==> src/rtl/i2c_eeprom_pkg.sv <==
// Shared types and constants for the I2C serial-EEPROM responder.
package i2c_eeprom_pkg;

  typedef enum logic [3:0] {
    ST_IDLE,
    ST_DEV,
    ST_DEV_ACK,
    ST_WADDR,
    ST_WADDR_ACK,
    ST_WDATA,
    ST_WDATA_ACK,
    ST_RDATA,
    ST_RACK
  } state_e;

  localparam logic       ACK_BIT      = 1'b0;
  localparam logic       NACK_BIT     = 1'b1;
  localparam logic [6:0] DEF_DEV_ADDR = 7'h50;
  localparam logic       RW_WRITE     = 1'b0;
  localparam logic       RW_READ      = 1'b1;

endpackage

==> src/rtl/i2c_bus_cond.sv <==
// Synchronises raw SCL/SDA and produces registered bus-event pulses
// (SCL rise/fall, START, STOP) plus the SDA level seen with each event.
module i2c_bus_cond #(
  parameter int SYNC_STAGES = 2
) (
  input  logic clk_i,
  input  logic rst_ni,
  input  logic scl_i,
  input  logic sda_i,
  output logic scl_rise_o,
  output logic scl_fall_o,
  output logic start_o,
  output logic stop_o,
  output logic sda_o
);

  logic [SYNC_STAGES-1:0] scl_sync_q, sda_sync_q;
  logic scl_hist_q, sda_hist_q;
  logic scl_s, sda_s;
  logic scl_rise_q, scl_fall_q, start_q, stop_q, sda_q;

  assign scl_s = scl_sync_q[SYNC_STAGES-1];
  assign sda_s = sda_sync_q[SYNC_STAGES-1];

  // Flops reset to the idle-bus level so reset release never fakes an event.
  always_ff @(posedge clk_i or negedge rst_ni) begin
    if (!rst_ni) begin
      scl_sync_q <= '1;
      sda_sync_q <= '1;
      scl_hist_q <= 1'b1;
      sda_hist_q <= 1'b1;
      scl_rise_q <= 1'b0;
      scl_fall_q <= 1'b0;
      start_q    <= 1'b0;
      stop_q     <= 1'b0;
      sda_q      <= 1'b1;
    end else begin
      scl_sync_q[0] <= scl_i;
      sda_sync_q[0] <= sda_i;
      for (int i = 1; i < SYNC_STAGES; i++) begin
        scl_sync_q[i] <= scl_sync_q[i-1];
        sda_sync_q[i] <= sda_sync_q[i-1];
      end
      scl_hist_q <= scl_s;
      sda_hist_q <= sda_s;
      scl_rise_q <= scl_s & ~scl_hist_q;
      scl_fall_q <= ~scl_s & scl_hist_q;
      start_q    <= scl_s & scl_hist_q & sda_hist_q & ~sda_s;
      stop_q     <= scl_s & scl_hist_q & ~sda_hist_q & sda_s;
      sda_q      <= sda_s;
    end
  end

  assign scl_rise_o = scl_rise_q;
  assign scl_fall_o = scl_fall_q;
  assign start_o    = start_q;
  assign stop_o     = stop_q;
  assign sda_o      = sda_q;

endmodule

==> src/rtl/i2c_eeprom_slave.sv <==
// 24C02-style I2C EEPROM responder: byte/page write, current, random and
// sequential read over an oversampled bus, open-drain SDA.
module i2c_eeprom_slave
  import i2c_eeprom_pkg::*;
#(
  parameter logic [6:0] DEV_ADDR    = DEF_DEV_ADDR,
  parameter int         ADDR_W      = 8,
  parameter int         PAGE_W      = 3,
  parameter int         SYNC_STAGES = 2
) (
  input  logic              clk,
  input  logic              RSTn,
  input  logic              scl_i,
  input  logic              sda_i,
  output logic              sda_oe,
  output logic              busy,
  output logic              wr_pulse,
  output logic [ADDR_W-1:0] wr_addr,
  output logic [7:0]        wr_data
);

  logic scl_rise, scl_fall, start_det, stop_det, sda_smp;

  i2c_bus_cond #(.SYNC_STAGES(SYNC_STAGES)) u_bus_cond (
    .clk_i      (clk),
    .rst_ni     (RSTn),
    .scl_i      (scl_i),
    .sda_i      (sda_i),
    .scl_rise_o (scl_rise),
    .scl_fall_o (scl_fall),
    .start_o    (start_det),
    .stop_o     (stop_det),
    .sda_o      (sda_smp)
  );

  state_e            state_q, state_d;
  logic [3:0]        bit_cnt_q, bit_cnt_d;
  logic [7:0]        shift_q, shift_d;
  logic [ADDR_W-1:0] ptr_q, ptr_d;
  logic              rw_q, rw_d;
  logic              oe_q, oe_d;
  logic              busy_q, busy_d;
  logic              wr_pulse_q;
  logic [ADDR_W-1:0] wr_addr_q, wr_addr_d;
  logic [7:0]        wr_data_q, wr_data_d;
  logic              mem_we;
  logic [7:0]        rx_byte, rd_byte;
  logic [PAGE_W-1:0] page_lo;
  logic [ADDR_W-1:0] ptr_page_inc;
  logic [7:0]        mem [2**ADDR_W];

  assign rx_byte      = {shift_q[6:0], sda_smp};
  assign rd_byte      = mem[ptr_q];
  assign page_lo      = ptr_q[PAGE_W-1:0] + PAGE_W'(1);
  assign ptr_page_inc = {ptr_q[ADDR_W-1:PAGE_W], page_lo};

  always_comb begin
    state_d   = state_q;
    bit_cnt_d = bit_cnt_q;
    shift_d   = shift_q;
    ptr_d     = ptr_q;
    rw_d      = rw_q;
    oe_d      = oe_q;
    busy_d    = busy_q;
    wr_addr_d = wr_addr_q;
    wr_data_d = wr_data_q;
    mem_we    = 1'b0;

    if (start_det) begin
      state_d   = ST_DEV;
      bit_cnt_d = '0;
      oe_d      = 1'b0;
    end else if (stop_det) begin
      state_d = ST_IDLE;
      oe_d    = 1'b0;
      busy_d  = 1'b0;
    end else begin
      unique case (state_q)
        ST_IDLE: ;
        ST_DEV, ST_WADDR, ST_WDATA: begin
          if (scl_rise) begin
            shift_d   = rx_byte;
            bit_cnt_d = bit_cnt_q + 4'd1;
            if (bit_cnt_q == 4'd7) begin
              if (state_q == ST_DEV) begin
                if (rx_byte[7:1] == DEV_ADDR) begin
                  state_d = ST_DEV_ACK;
                  rw_d    = rx_byte[0];
                  busy_d  = 1'b1;
                end else begin
                  state_d = ST_IDLE;
                  busy_d  = 1'b0;
                end
              end else if (state_q == ST_WADDR) begin
                ptr_d   = rx_byte[ADDR_W-1:0];
                state_d = ST_WADDR_ACK;
              end else begin
                mem_we    = 1'b1;
                wr_addr_d = ptr_q;
                wr_data_d = rx_byte;
                ptr_d     = ptr_page_inc;
                state_d   = ST_WDATA_ACK;
              end
            end
          end
        end
        // bit_cnt==8 marks the fall ending bit 7; 0 marks the fall ending ACK.
        ST_DEV_ACK, ST_WADDR_ACK, ST_WDATA_ACK: begin
          if (scl_rise) begin
            bit_cnt_d = '0;
          end else if (scl_fall) begin
            if (bit_cnt_q == 4'd8) begin
              oe_d = 1'b1;
            end else begin
              oe_d      = 1'b0;
              bit_cnt_d = '0;
              if (state_q == ST_DEV_ACK && rw_q == RW_READ) begin
                state_d = ST_RDATA;
                shift_d = rd_byte;
                oe_d    = ~rd_byte[7];
              end else if (state_q == ST_DEV_ACK && rw_q == RW_WRITE) begin
                state_d = ST_WADDR;
              end else begin
                state_d = ST_WDATA;
              end
            end
          end
        end
        ST_RDATA: begin
          if (scl_rise) begin
            bit_cnt_d = bit_cnt_q + 4'd1;
          end else if (scl_fall) begin
            if (bit_cnt_q == 4'd8) begin
              oe_d    = 1'b0;
              state_d = ST_RACK;
            end else begin
              shift_d = {shift_q[6:0], 1'b0};
              oe_d    = ~shift_q[6];
            end
          end
        end
        ST_RACK: begin
          if (scl_rise) begin
            if (sda_smp == NACK_BIT) begin
              state_d = ST_IDLE;
              busy_d  = 1'b0;
            end else begin
              ptr_d     = ptr_q + ADDR_W'(1);
              bit_cnt_d = '0;
            end
          end else if (scl_fall) begin
            state_d = ST_RDATA;
            shift_d = rd_byte;
            oe_d    = ~rd_byte[7];
          end
        end
        default: state_d = ST_IDLE;
      endcase
    end
  end

  always_ff @(posedge clk or negedge RSTn) begin
    if (!RSTn) begin
      state_q    <= ST_IDLE;
      bit_cnt_q  <= '0;
      shift_q    <= '0;
      ptr_q      <= '0;
      rw_q       <= 1'b0;
      oe_q       <= 1'b0;
      busy_q     <= 1'b0;
      wr_pulse_q <= 1'b0;
      wr_addr_q  <= '0;
      wr_data_q  <= '0;
    end else begin
      state_q    <= state_d;
      bit_cnt_q  <= bit_cnt_d;
      shift_q    <= shift_d;
      ptr_q      <= ptr_d;
      rw_q       <= rw_d;
      oe_q       <= oe_d;
      busy_q     <= busy_d;
      wr_pulse_q <= mem_we;
      wr_addr_q  <= wr_addr_d;
      wr_data_q  <= wr_data_d;
    end
  end

  // Storage keeps its contents across reset.
  always_ff @(posedge clk) begin
    if (mem_we) mem[ptr_q] <= rx_byte;
  end

  assign sda_oe   = oe_q;
  assign busy     = busy_q;
  assign wr_pulse = wr_pulse_q;
  assign wr_addr  = wr_addr_q;
  assign wr_data  = wr_data_q;

endmodule

==> config.mk <==
export PLATFORM = sky130hd
export DESIGN_NAME = i2c_eeprom_slave
export DESIGN_NICKNAME = d
export VERILOG_FILES = /design/src/rtl/i2c_eeprom_pkg.sv /design/src/rtl/i2c_bus_cond.sv /design/src/rtl/i2c_eeprom_slave.sv
export SDC_FILE = /design/constraint.sdc
export NUM_CORES = 2
export LEC_CHECK = 0
export CAP_MARGIN = 5
export CORE_UTILIZATION = 35
export CTS_CLUSTER_DIAMETER = 100
export DETAILED_ROUTE_END_ITERATION = 7
export GPL_ROUTABILITY_DRIVEN = 0
export PLACE_DENSITY = 0.49
export SLEW_MARGIN = 20
export SYNTH_ARGS = -nofsm -noshare
export SYNTH_HDL_FRONTEND = slang
export SYNTH_SLANG_ARGS = --single-unit
==> constraint.sdc <==
create_clock -name clk -period 11.56 [get_ports clk]
set_input_delay 1.156 -clock clk [delete_from_list [all_inputs] [get_ports clk]]
set_output_delay 1.156 -clock clk [all_outputs]
set_load 0.01 [all_outputs]
==> results.md <==
* Final slew viol count at 0
* CTS tree: built
* Setup repair bufs after CTS at 0
* Fin Clk Skew at between 70 and 80 ps
* DP Cell Count at roughly 7k
* Mapped Cells at ~3.9k
* RSZ-0062 raised after global routing: false
* Avg WL per Cell at 32.41 µm
* Overflow after GRT at 0
* Crit path max-delay family: buffers and inverters
* Die ar. at 237300 µm²
* Flops & latches, synth at 2101
* Total Nets Final at between 4k and 5k
* Drt pass-1 iters at 5
* Share of the synthesized area in the top cell type at 74.66%
* Max cap viols at 0
* Asr flop ratio synth at about 2.5%
* Clock share of power at between 30 and 40%
* Post-route ant nets at 0
* FP Rows at between 150 and 200
* Net Sw Power at 6.017 mW
* Final Hold Vio Count at 0
* Synth Cell Area at 82370 µm²
* DIE HEIGHT at slightly below 500 µm
* Number of CTS-inserted buffers at 219
* Finished layout cell area at roughly 93000 µm²
* Critical Path Source Type: flip-flop
* DP Area at between 80000 and 90000 µm²
* Largest net degree at the start of global routing at ~210
* Port Buffer Count at 22
* Sequential area share after synthesis at about 76%
* Clock latency on the worst-skew pair at between 800 and 900 ps
* Crit path max fanout at between 90 and 100
* Crit-path max cell delay at between 900 and 1000 ps
* VDD IR-drop max at around 0.19 mV
* Most used cell, CP: buf_12
* CP max stage cell: dfrtp_4
* Share of total power in combinational logic at a little over a fifth
* Status: finished, final reports clean
* Final wirelength at approximately 240000 µm
* Sequential Power Share at between 40% and 50%
* Synth Warn # at 0
* Post_cts resized at 0
* Via count at around 41k
* Crit end category: flip-flop
* Final min period at 5220 ps
* Initial DRC Count at between 4k and 5k
* CTS Buffer Depth at 3
* CTS Sinks at roughly 2.1k
* Sw Ratio at around 29%
* Worst EP arrival at between 5000 and 6000 ps
* Synth cell types at 70
* Top-Level Pins at 23
* GRT Overall Usage at about 20%
* EDFF count, synth at approximately 2.0k
* Endpoints failing setup at 0
* Post-DP HPWL at between 100000 and 150000 µm
* Cts hold-fix bufs at 0
* CP Cell Sequence: buf_12 > buf_12 > mux4_2 > mux2i_1 > o22ai_1 > a22oi_1 > nand3_1 > nor4_1 > a21oi_1
* Clock-pin slew on the worst setup and hold paths at roughly 60 ps
* HP Class: flip-flop to flip-flop
* Initial antenna violation count at 9
* Fill cell count at between 20k and 25k
* CTS H-tree lvls at 4
* Vias per cell at 5.536
* Overall power at 20.65 mW
* Clock Root Buffer: clkbuf_16
* Vias in the first global route at 40.85k
* Fmax at around 190 MHz
* WS Path Type: flip-flop to flip-flop
* Final period util at roughly 45%
* Syn nets at 3913
* Wire length of the first global-routing pass at roughly 330000 µm
* Relative slew slack at a little under a fifth
* Area of the core at 233200 µm²
* Die width at a little under 500 µm
* Mean post-synth cell area at around 21 µm²
* Fraction of layout instances using a drive strength above 1 at roughly a quarter
* WP data required at about 12000 ps
* Top_reg_cell synth: edfxtp_1
* Synth area leaders: edfxtp_1, mux4_2, mux2i_1
* Final non-filler cell total at around 7.3k
* Drt drc at 0
* CP bufs+invs at 2
* Pint at about 15 mW
* Starting Density at 35.32%
* Area leader, netlist: edfxtp_1
* PwrDens at about 220 nW/µm²
* Static leakage at ~28 nW
* Hold Worst Slack at ~360 ps
* Area delta synth->final at 13.31%
* Pin slew with the least headroom to its limit at approximately 1200 ps
* Setup TNS at 0 ps
==> per-stage QoR <==
step | utilization, % | worst slack, ps
2_1_floorplan | - | 7019
3_3_place_gp | 37.00 | 6325
3_5_place_dp | 37.01 | 6383
4_1_cts | 40.01 | 6333
5_1_grt | 40.02 | 5907
6_report | 40.02 | 6340
==> placed cells by master (no fill, tap or decap), types with 33 or more instances in the layout <==
cell type     n
a21oi_1      56
a22oi_1      54
buf_4        77
clkbuf_1     61
clkbuf_16   219
clkinv_1     52
clkinv_2     39
dfrtp_1      33
edfxtp_1   2048
mux2i_1     126
mux4_2      534
nand2_1     101
nand3_1      36
nor2_1      298
==> synthesized netlist by cell type (4+ instances only) <==
cell       instances
buf_1             22
a211oi_1           6
nor2_1           306
and2_1             5
dfrtp_1           47
nand4_1           19
a22o_1            19
nand3_1           52
nand2b_1          10
mux4_2           534
clkbuf_1          98
and3_1             5
buf_6             28
nor2b_1           14
o211ai_1           6
o22ai_1            8
edfxtp_1        2048
mux2_2            32
nor4bb_1           6
o21bai_1           5
a22oi_1           54
a21oi_1           57
o2111ai_1          8
a31oi_1           18
inv_1             15
nand2_1          101
nor3_1            30
a32oi_1            5
a221oi_1           6
o21ai_0           30
nor3b_1            4
a211o_1           10
ha_1               6
nor4_1             6
buf_2             66
o221ai_1           6
mux2i_1          127
dfstp_2            6
buf_4             28
==> final timing paths <==
check	from	to	slack (ps)	cells past startpoint
setup / recovery	ptr_q[0]	shift_q[2]	6340	9
hold / removal	u_bus_cond.scl_sync_q[0]	u_bus_cond.scl_sync_q[1]	360	0
setup reg to reg	ptr_q[0]	shift_q[2]	6340	9
hold reg to reg	u_bus_cond.scl_sync_q[0]	u_bus_cond.scl_sync_q[1]	360	0
max in group asynchronous	RSTn	shift_q[2]	10440	2
min in group asynchronous	RSTn	wr_addr[5]	470	2
==> power groups by stage <==
| stage | Combinational [mW] | Clock, mW | Sequential, mW |
|---|---|---|---|
| final | 4.49 | 6.89 | 9.27 |
| after detailed placement | 4.55 | 0 | 9.44 |
| after floorplan | 2.77 | 0 | 9.66 |
| after CTS | 4.56 | 7.02 | 9.28 |
| after global routing | 4.74 | 7.28 | 9.29 |
| after global placement | 4.53 | 0 | 9.43 |
==> cells by family after synthesis <==
logic type	count (synthesis)	synth area share, %
compound gates	265	2.244
fa+ha+maj	7	0.1033
buf+inv	257	1.654
flops	2101	76.28
mux	693	16.58
simple gates	580	3.135
==> sequential cells by signal, indices dropped and copies added, names as in the netlist, 4 cells and up <==
signal	count
ptr_q	8
state_q	4
mem	2048
bit_cnt_q	4
wr_data	8
shift_q	7
wr_addr	8
==> layout make-up <==
cell class | instances | area, µm² | share of cell area [%]
inverter | 15 | 61.31 | 0.06569
sequential | 2101 | 62880 | 67.38
timing repair buffer | 115 | 1105 | 1.184
clock buffer | 283 | 5751 | 6.162
antenna | 2 | 5.005 | 0.005363
clock inverter | 127 | 1244 | 1.333
multi-input combinational | 1545 | 18360 | 19.67
tap | 3132 | 3919 | 4.199
==> metal layers <==
metal / GRT usage, % / up-vias / part of all wire [%]
met3: 4.024 / 323 / 6.8
met1: 28.45 / 22262 / 44
li1: - / 16456 / -
met2: 31.03 / 1483 / 47
met4: 5.880 / 2 / 2.8
met5: 0 / - / 0.0055
(Power assumes the default switching activity.)
